$ cat src/rtl/ring_pkg.sv
// Shared flit layout and transmit-arbiter state encoding for the ring station.
package ring_pkg;

   localparam int FLIT_W   = 34;
   localparam int TAIL_BIT = FLIT_W - 1;
   localparam int HEAD_BIT = FLIT_W - 2;

   typedef struct packed {
      logic                tail;
      logic                head;
      logic [FLIT_W-3:0]   payload;
   } flit_t;

   typedef enum logic [1:0] {
      IDLE     = 2'd0,
      RING_PKT = 2'd1,
      LOC_PKT  = 2'd2
   } tx_state_e;

endpackage

$ cat src/rtl/ring_tx_arb.sv
// Pops ring pass-through and local injection buffers with packet-atomic,
// starvation-protected arbitration and feeds the outgoing link through one register.
module ring_tx_arb
   import ring_pkg::*;
#(
   parameter int WIDTH      = FLIT_W,
   parameter int STARVE_MAX = 4
) (
   input  logic             clk,
   input  logic             rst,
   input  logic             iRingEmpty,
   input  logic [WIDTH-1:0] iRingDat,
   output logic             oRingRdEn,
   input  logic             iLocEmpty,
   input  logic [WIDTH-1:0] iLocDat,
   output logic             oLocRdEn,
   input  logic             iDnFul,
   output logic             oDnWrEn,
   output logic [WIDTH-1:0] oDnWrDat,
   output logic             oBusy,
   output logic             oProtoErr
);

   localparam logic [3:0] STARVE_LIM = 4'(STARVE_MAX);

   tx_state_e        state;
   logic             outVld;
   logic [WIDTH-1:0] outDat;
   logic [3:0]       starveCnt;
   logic             protoErr;

   logic             dnWrEn;
   logic             slotFree;
   logic             ringWins;
   logic             ringRd;
   logic             locRd;
   logic             pop;
   logic [WIDTH-1:0] popDat;

   // Pop selection: grant in IDLE, owner-only pops inside a packet.
   always_comb begin
      ringRd   = 1'b0;
      locRd    = 1'b0;
      dnWrEn   = outVld & ~iDnFul;
      slotFree = ~outVld | dnWrEn;
      ringWins = ~iRingEmpty & (iLocEmpty | (starveCnt < STARVE_LIM));
      // Upstream buffers share this reset, so nothing is popped while it is held.
      if (rst && slotFree) begin
         case (state)
            IDLE: begin
               ringRd = ringWins;
               locRd  = ~ringWins & ~iLocEmpty;
            end
            RING_PKT: begin
               ringRd = ~iRingEmpty;
            end
            LOC_PKT: begin
               locRd = ~iLocEmpty;
            end
            default: begin
               ringRd = 1'b0;
               locRd  = 1'b0;
            end
         endcase
      end else begin
         ringRd = 1'b0;
         locRd  = 1'b0;
      end
      pop    = ringRd | locRd;
      popDat = ringRd ? iRingDat : iLocDat;
   end

   // Packet FSM, output register, starvation counter and sticky error flag.
   always_ff @(posedge clk) begin
      if (!rst) begin
         state     <= IDLE;
         outVld    <= 1'b0;
         outDat    <= '0;
         starveCnt <= 4'd0;
         protoErr  <= 1'b0;
      end else begin
         if (pop) begin
            outVld <= 1'b1;
            outDat <= popDat;
         end else if (dnWrEn) begin
            outVld <= 1'b0;
         end

         if (pop) begin
            if (popDat[WIDTH-1]) begin
               state <= IDLE;
            end else begin
               state <= ringRd ? RING_PKT : LOC_PKT;
            end
            // Head expected exactly when no packet is open.
            if ((state == IDLE) != popDat[WIDTH-2]) begin
               protoErr <= 1'b1;
            end
         end

         if (pop && (state == IDLE)) begin
            if (ringRd && !iLocEmpty) begin
               starveCnt <= (starveCnt >= STARVE_LIM) ? STARVE_LIM : starveCnt + 4'd1;
            end else begin
               starveCnt <= 4'd0;
            end
         end
      end
   end

   assign oRingRdEn = ringRd;
   assign oLocRdEn  = locRd;
   assign oDnWrEn   = dnWrEn;
   assign oDnWrDat  = outDat;
   assign oBusy     = (state != IDLE);
   assign oProtoErr = protoErr;

endmodule

$ cat config.mk
export PLATFORM = sky130hd
export DESIGN_NAME = ring_tx_arb
export DESIGN_NICKNAME = d
export VERILOG_FILES = /design/src/rtl/ring_pkg.sv /design/src/rtl/ring_tx_arb.sv
export SDC_FILE = /design/constraint.sdc
export NUM_CORES = 1
export LEC_CHECK = 0
export ABC_CLOCK_PERIOD_IN_PS = 1620
export CORE_ASPECT_RATIO = 0.7
export CORE_MARGIN = 2
export CORE_UTILIZATION = 33
export CTS_CLUSTER_SIZE = 10
export DETAILED_ROUTE_END_ITERATION = 16
export GPL_ROUTABILITY_DRIVEN = 0
export PLACE_DENSITY = 0.72
export SYNTH_ARGS = -nofsm -noshare
export SYNTH_HDL_FRONTEND = slang
export SYNTH_SLANG_ARGS = --single-unit
$ cat constraint.sdc
create_clock -name clk -period 1.62 [get_ports clk]
set_input_delay 0.324 -clock clk [delete_from_list [all_inputs] [get_ports clk]]
set_output_delay 0.324 -clock clk [all_outputs]
set_load 0.01 [all_outputs]
==> results of run 1 <==
==> power breakdown <==
part           switching, mW  internal [mW]  leakage [nW]
clock network          0.348          0.430        0.0575
logic                  0.277          0.402         0.834
registers             0.0463           1.12         0.348
total                  0.671           1.95          1.24
==> synth_stat cells, drive strengths merged, types with 3 or more instances <==
| master | number | area share |
|---|---|---|
| a21boi | 3 | 0.019 |
| dfxtp | 42 | 0.47 |
| nor2b | 3 | 0.010 |
| o21ai | 34 | 0.095 |
| buf | 7 | 0.019 |
| nand2 | 37 | 0.077 |
| a21oi | 69 | 0.19 |
| nor2 | 4 | 0.0083 |
| o211a | 3 | 0.017 |
| clkbuf | 10 | 0.021 |
==> repair_timing <==
action,in CTS,in global routing
gates cloned,0,0
resized for setup,24,5
pin swaps,3,3
buffers inserted,4,1
setup endpoints to repair,40,38
==> layer usage <==
layer  up-vias  global-route usage  wire length [um]
met5         -                   0                 0
met4         0              0.0504                43
met3         4              0.0826               605
met2        80               0.317              2510
met1       932               0.243              2610
li1       1052                   -                 -
==> critical path, delay by kind of cell, from the launching register on <==
family	cells	cell delay (ns)
buf+inv	3	0.48
flops	1	0.35
simple gates	1	0.11
==> state kept, by name, indices dropped and copies added, names as in the netlist <==
signal     count
oDnWrDat      34
state          2
outVld         1
oProtoErr      1
starveCnt      4
==> kinds of logic (layout without fill, tap and decap cells) <==
family | after synthesis | count (layout)
xor gates and xnor gates | 2 | 2
muxes | 1 | 1
AOI/OAI and AO/OA | 112 | 112
buffers and inverters | 20 | 140
adders and majority gates | 1 | 1
DFF | 42 | 42
and+or+nand+nor | 53 | 53
==> path summary, 6_finish.rpt <==
kind	startpoint	end	slack [ns]	cells after the start
worst min-delay path	oDnWrDat[26]	oDnWrDat[26]	0.45	2
worst min register to register	oDnWrDat[26]	oDnWrDat[26]	0.45	2
worst max-delay path	state[1]	oBusy	0.07	4
worst max register to register	outVld	starveCnt[2]	0.10	6
==> stage by stage <==
| step | power [mW] | hold slack, ns | utilization |
|---|---|---|---|
| global route | 2.77 | 0.471 | 0.612 |
| CTS | 2.65 | 0.452 | 0.608 |
| floorplan | 1.43 | 0.473 | - |
| finish | 2.62 | 0.451 | 0.612 |
| global placement | 1.85 | 0.437 | 0.580 |
| detailed placement | 1.86 | 0.442 | 0.580 |
==> area by class of cell <==
type / instances / area [um2] / area share
multi-input combinational: 169 / 915 / 0.284
sequential: 42 / 847 / 0.263
tap: 72 / 90.1 / 0.0280
clock buffer: 8 / 110 / 0.0342
inverter: 3 / 12.5 / 0.00389
timing repair buffer: 129 / 1240 / 0.386
==> qor.txt, run 1 <==
slowest stage cell on the critical path - dfxtp_2
DR WL/cell - 13.6 um
Crit Path Max Fanout - 4
drt total wl - 5770 um
Max Transition Viols Final - 0
Total GRT Usage - 0.196
Die ar. - 0.00606 mm2
CTS sink count - 42
Post-synth EDFFs - 0
Leakage - 1.24 nW
CP Class - register to output pin
CTS tree - built
Die Y - 65.8 um
Placed Cells - 411
Worst Skew - 0.00245 ns
part of the cycle the worst path needs - 0.956
register area share after synthesis - 0.468
maximum number of pins on one net before global-route repair - 43
Vias - 2068
Filler cells - 484
most common cell after layout, fill and taps aside - clkdlybuf4s50_1
Worst Path Required - 1.30 ns
most frequent cells in the layout - clkdlybuf4s50_1 (103), a21oi_1 (67), nand2_1 (37), dfxtp_1 (37), o21ai_0 (34)
Fin. Hold Viols - 0
Net Count, Synth - 305
Yosys cell types - 28
most used flip-flop cell after synthesis - dfxtp_1
largest family of logic cells by synthesized area - compound AO/OA/AOI/OAI gates
max_slew headroom - 0.733
cts bufs inserted - 5
post-synthesis compound-gate area fraction - 0.336
non-filler cells, final - 423
cell area after placement - 0.00305 mm2
top-level I/O count - 112
setup violators final - 0
initial antenna violation count - 0
# diodes - 0
clock tree buffer depth - 2
Vias/cell - 4.89
Max Cap Violations - 0
slowest cell delay on critical path - 0.35 ns
Initial Utilization - 0.342
setup TNS - 0 ns
simple-gate area share of the yosys netlist - 0.127
Post-Syn Area per Cell - 7.78 um2
pre-CTS setup slack - -0.485 ns
CP Cell Sequence - buf_4 -> nor2_4 -> inv_1 -> dlygate4sd2_1
synthesized instance count - 231
Async SR Flop Fraction - 0
share of post-route cells with drive strength above 1 - 0.120
post-synthesis instance area - 0.00180 mm2
CTS H-tree lvls - 2
fmax - 646 MHz
PD cells - 815 mW/mm2
Hold Path Class - register to register
Synth Warn # - 0
post-DP HPWL - 3920 um
first-pass GRT wire length - 9230 um
Yosys reg bits - 42
total grt overflow - 0
status - completed
DRC viols - 0
vias in the first global route - 1980
Design Area, Final - 0.00322 mm2
clock slew at reported path FFs - 0.08 ns
chip width - 92.2 um
Slew @ Worst Pin - 0.400 ns
remaining antenna violation count - 0
hold buffer count at cts - 0
core outline area - 0.00526 mm2
RSZ-0062 raised after global routing - yes
Pre-antenna DRT Iters - 4
initial detailed-routing violation count - 57
Setup crit start kind - register
critical path data arrival time - 1.22 ns
XOR/XNOR Fraction of Synth Area - 0.00974
Period minus WS final - 1.55 ns
Crit. End Element - output pin
mux contribution to synthesized area - 0.00557
IR drop worst, VDD - 0.417 mV
fin nets - 424
clock latency on the worst-skew pair - 0.29 ns
Synth Area in Adders - 0.00696
root buf cell - clkbuf_8
Port Buffer Count - 111
num rows - 22
area grow syn2layout - 78.9%
post-route setup slack - 0.0717 ns
(Power assumes the default switching activity.)
==> run 2: changes to the inputs <==
--- a/config.mk
+++ b/config.mk
@@ -5,14 +5,16 @@
 export SDC_FILE = /design/constraint.sdc
 export NUM_CORES = 1
 export LEC_CHECK = 0
-export ABC_CLOCK_PERIOD_IN_PS = 1620
+export ABC_CLOCK_PERIOD_IN_PS = 2009
+export CELL_PAD_IN_SITES_DETAIL_PLACEMENT = 1
+export CELL_PAD_IN_SITES_GLOBAL_PLACEMENT = 2
 export CORE_ASPECT_RATIO = 0.7
 export CORE_MARGIN = 2
-export CORE_UTILIZATION = 33
+export CORE_UTILIZATION = 20
 export CTS_CLUSTER_SIZE = 10
 export DETAILED_ROUTE_END_ITERATION = 16
 export GPL_ROUTABILITY_DRIVEN = 0
-export PLACE_DENSITY = 0.72
+export PLACE_DENSITY = 0.81
 export SYNTH_ARGS = -nofsm -noshare
 export SYNTH_HDL_FRONTEND = slang
 export SYNTH_SLANG_ARGS = --single-unit
==> constraint.sdc (replaced) <==
create_clock -name clk -period 2.01 [get_ports clk]
set_input_delay 0.402 -clock clk [delete_from_list [all_inputs] [get_ports clk]]
set_output_delay 0.402 -clock clk [all_outputs]
set_load 0.01 [all_outputs]
==> qor.txt, run 2 (synthesized netlist as in run 1, its figures left out) <==
status - completed
fin nets - 419
IR drop worst, VDD - 0.297 mV
beginning of the worst hold path - oDnWrDat[17]
clock slew at reported path FFs - 0.06 ns
num rows - 28
final core area utilization - 0.377
PD cells - 697 mW/mm2
end of the worst hold path - oDnWrDat[17]
Die Y - 83.3 um
most common cell after layout, fill and taps aside - clkdlybuf4s50_1
GR Layer Usage met1 - 0.189
CTS sink count - 42
RSZ-0062 raised after global routing - no
cts bufs inserted - 5
Worst Path Required - 1.61 ns
slowest stage cell on the critical path - clkdlybuf4s50_1
max_slew headroom - 0.719
clock latency on the worst-skew pair - 0.28 ns
Vias/cell - 4.54
max reg flops - 34
Filler cells - 1013
cell area after placement - 0.00309 mm2
part of the cycle the worst path needs - 0.967
r2r startpoint - starveCnt[3]
Worst Skew - 0.00492 ns
root buf cell - clkbuf_16
initial antenna violation count - 0
top-level I/O count - 112
first-pass GRT wire length - 11300 um
post-DP HPWL - 4680 um
setup violators final - 0
reg2reg end - oDnWrDat[9]
maximum number of pins on one net before global-route repair - 43
Crit. End Element - output pin
Port Buffer Count - 111
Total GRT Usage - 0.143
Max Transition Viols Final - 0
DR WL/cell - 14.9 um
Hold Path Class - register to register
Period minus WS final - 1.94 ns
Hold Crit Depth - 2
met3 Resource Use GR - 0.0501
DRC viols - 0
chip width - 117 um
# diodes - 0
pre-CTS setup slack - -0.301 ns
vias in the first global route - 2183
most frequent cells in the layout - clkdlybuf4s50_1 (107), a21oi_1 (69), dfxtp_1 (42)
clock tree buffer depth - 2
CTS tree - built
Crit Path Max Fanout - 2
Placed Cells - 457
worst hold slack - 0.450 ns
CP Cell Sequence - clkdlybuf4s50_1 -> a21boi_4 -> nand3b_1 -> inv_2 -> dlygate4sd2_1
post-route setup slack - 0.0673 ns
area grow syn2layout - 80.0%
grt peak-use layer - met2
core outline area - 0.00858 mm2
initial detailed-routing violation count - 94
remaining antenna violation count - 0
CP Class - input pin to output pin
non-filler cells, final - 465
Initial Utilization - 0.209
flop-to-flop setup slack - 0.26 ns
Vias - 2113
slowest cell delay on critical path - 0.48 ns
CTS H-tree lvls - 2
critical path data arrival time - 1.54 ns
Design Area, Final - 0.00324 mm2
Die ar. - 0.00978 mm2
Slew @ Worst Pin - 0.421 ns
drt total wl - 6930 um
Setup crit start kind - input pin
Fin. Hold Viols - 0
hold buffer count at cts - 0
Leakage - 1.22 nW
fmax - 515 MHz
Pre-antenna DRT Iters - 4
total grt overflow - 0
share of post-route cells with drive strength above 1 - 0.0725
Max Cap Violations - 0
GR Util met2 - 0.225
R2R cell count - 6
## run 2: changes by cell type in the layout (fill, tap and decap cells not counted), moves of 4 or more
cell             delta
clkdlybuf4s50_1     +4
dlygate4sd2_1       -4
dfxtp_1             +5
clkbuf_8            -8
dfxtp_2             -5
clkbuf_16           +5
## run 2: how the worst max path moves through the flow
| stage | to | slack, ns | depth (start not counted) | startpoint |
|---|---|---|---|---|
| 2_1_floorplan | oRingRdEn | 0.36 | 4 | iLocEmpty |
| 3_3_place_gp | oRingRdEn | -0.25 | 5 | rst |
| 3_5_place_dp | oRingRdEn | -0.30 | 5 | iRingEmpty |
| 4_1_cts | oBusy | 0.03 | 3 | state[1] |
| 5_1_grt | oLocRdEn | 0.0003 | 5 | rst |
| 6_report | oLocRdEn | 0.07 | 5 | rst |
## run 2: layout make-up
| cell class | count | area, um2 | area share |
|---|---|---|---|
| clock buffer | 7 | 133 | 0.0410 |
| tap | 120 | 150 | 0.0464 |
| inverter | 3 | 12.5 | 0.00387 |
| multi-input combinational | 169 | 896 | 0.277 |
| sequential | 42 | 841 | 0.260 |
| timing repair buffer | 124 | 1200 | 0.372 |
## run 2: what timing repair did
item,CTS,global route
buffers inserted,1,0
pin swaps,1,1
gates resized for setup,8,2
setup endpoints to repair,3,2
## run 2: worst max-delay path, delay by kind of cell
family	cells	cell delay, ns
buf+inv	3	0.82
compound gates	1	0.18
simple gates	1	0.13
## run 2: power breakdown
group	internal [mW]	switching, mW
clock	0.455	0.313
combinational	0.317	0.229
sequential	0.901	0.0389
total	1.67	0.581
## run 2: routing by layer
layer	wire length (um)	part of all wire	up-vias
li1	-	-	1039
met1	3420	0.49	998
met2	2950	0.43	72
met3	523	0.075	4
met4	32	0.0046	0
met5	0	0	-
## run 2: stage by stage
step | TNS (ns) | power [mW]
after floorplan | 0 | 1.15
after global placement | -2.02 | 1.50
after detailed placement | -4.37 | 1.51
after CTS | 0 | 2.30
after global routing | 0 | 2.39
final | 0 | 2.25
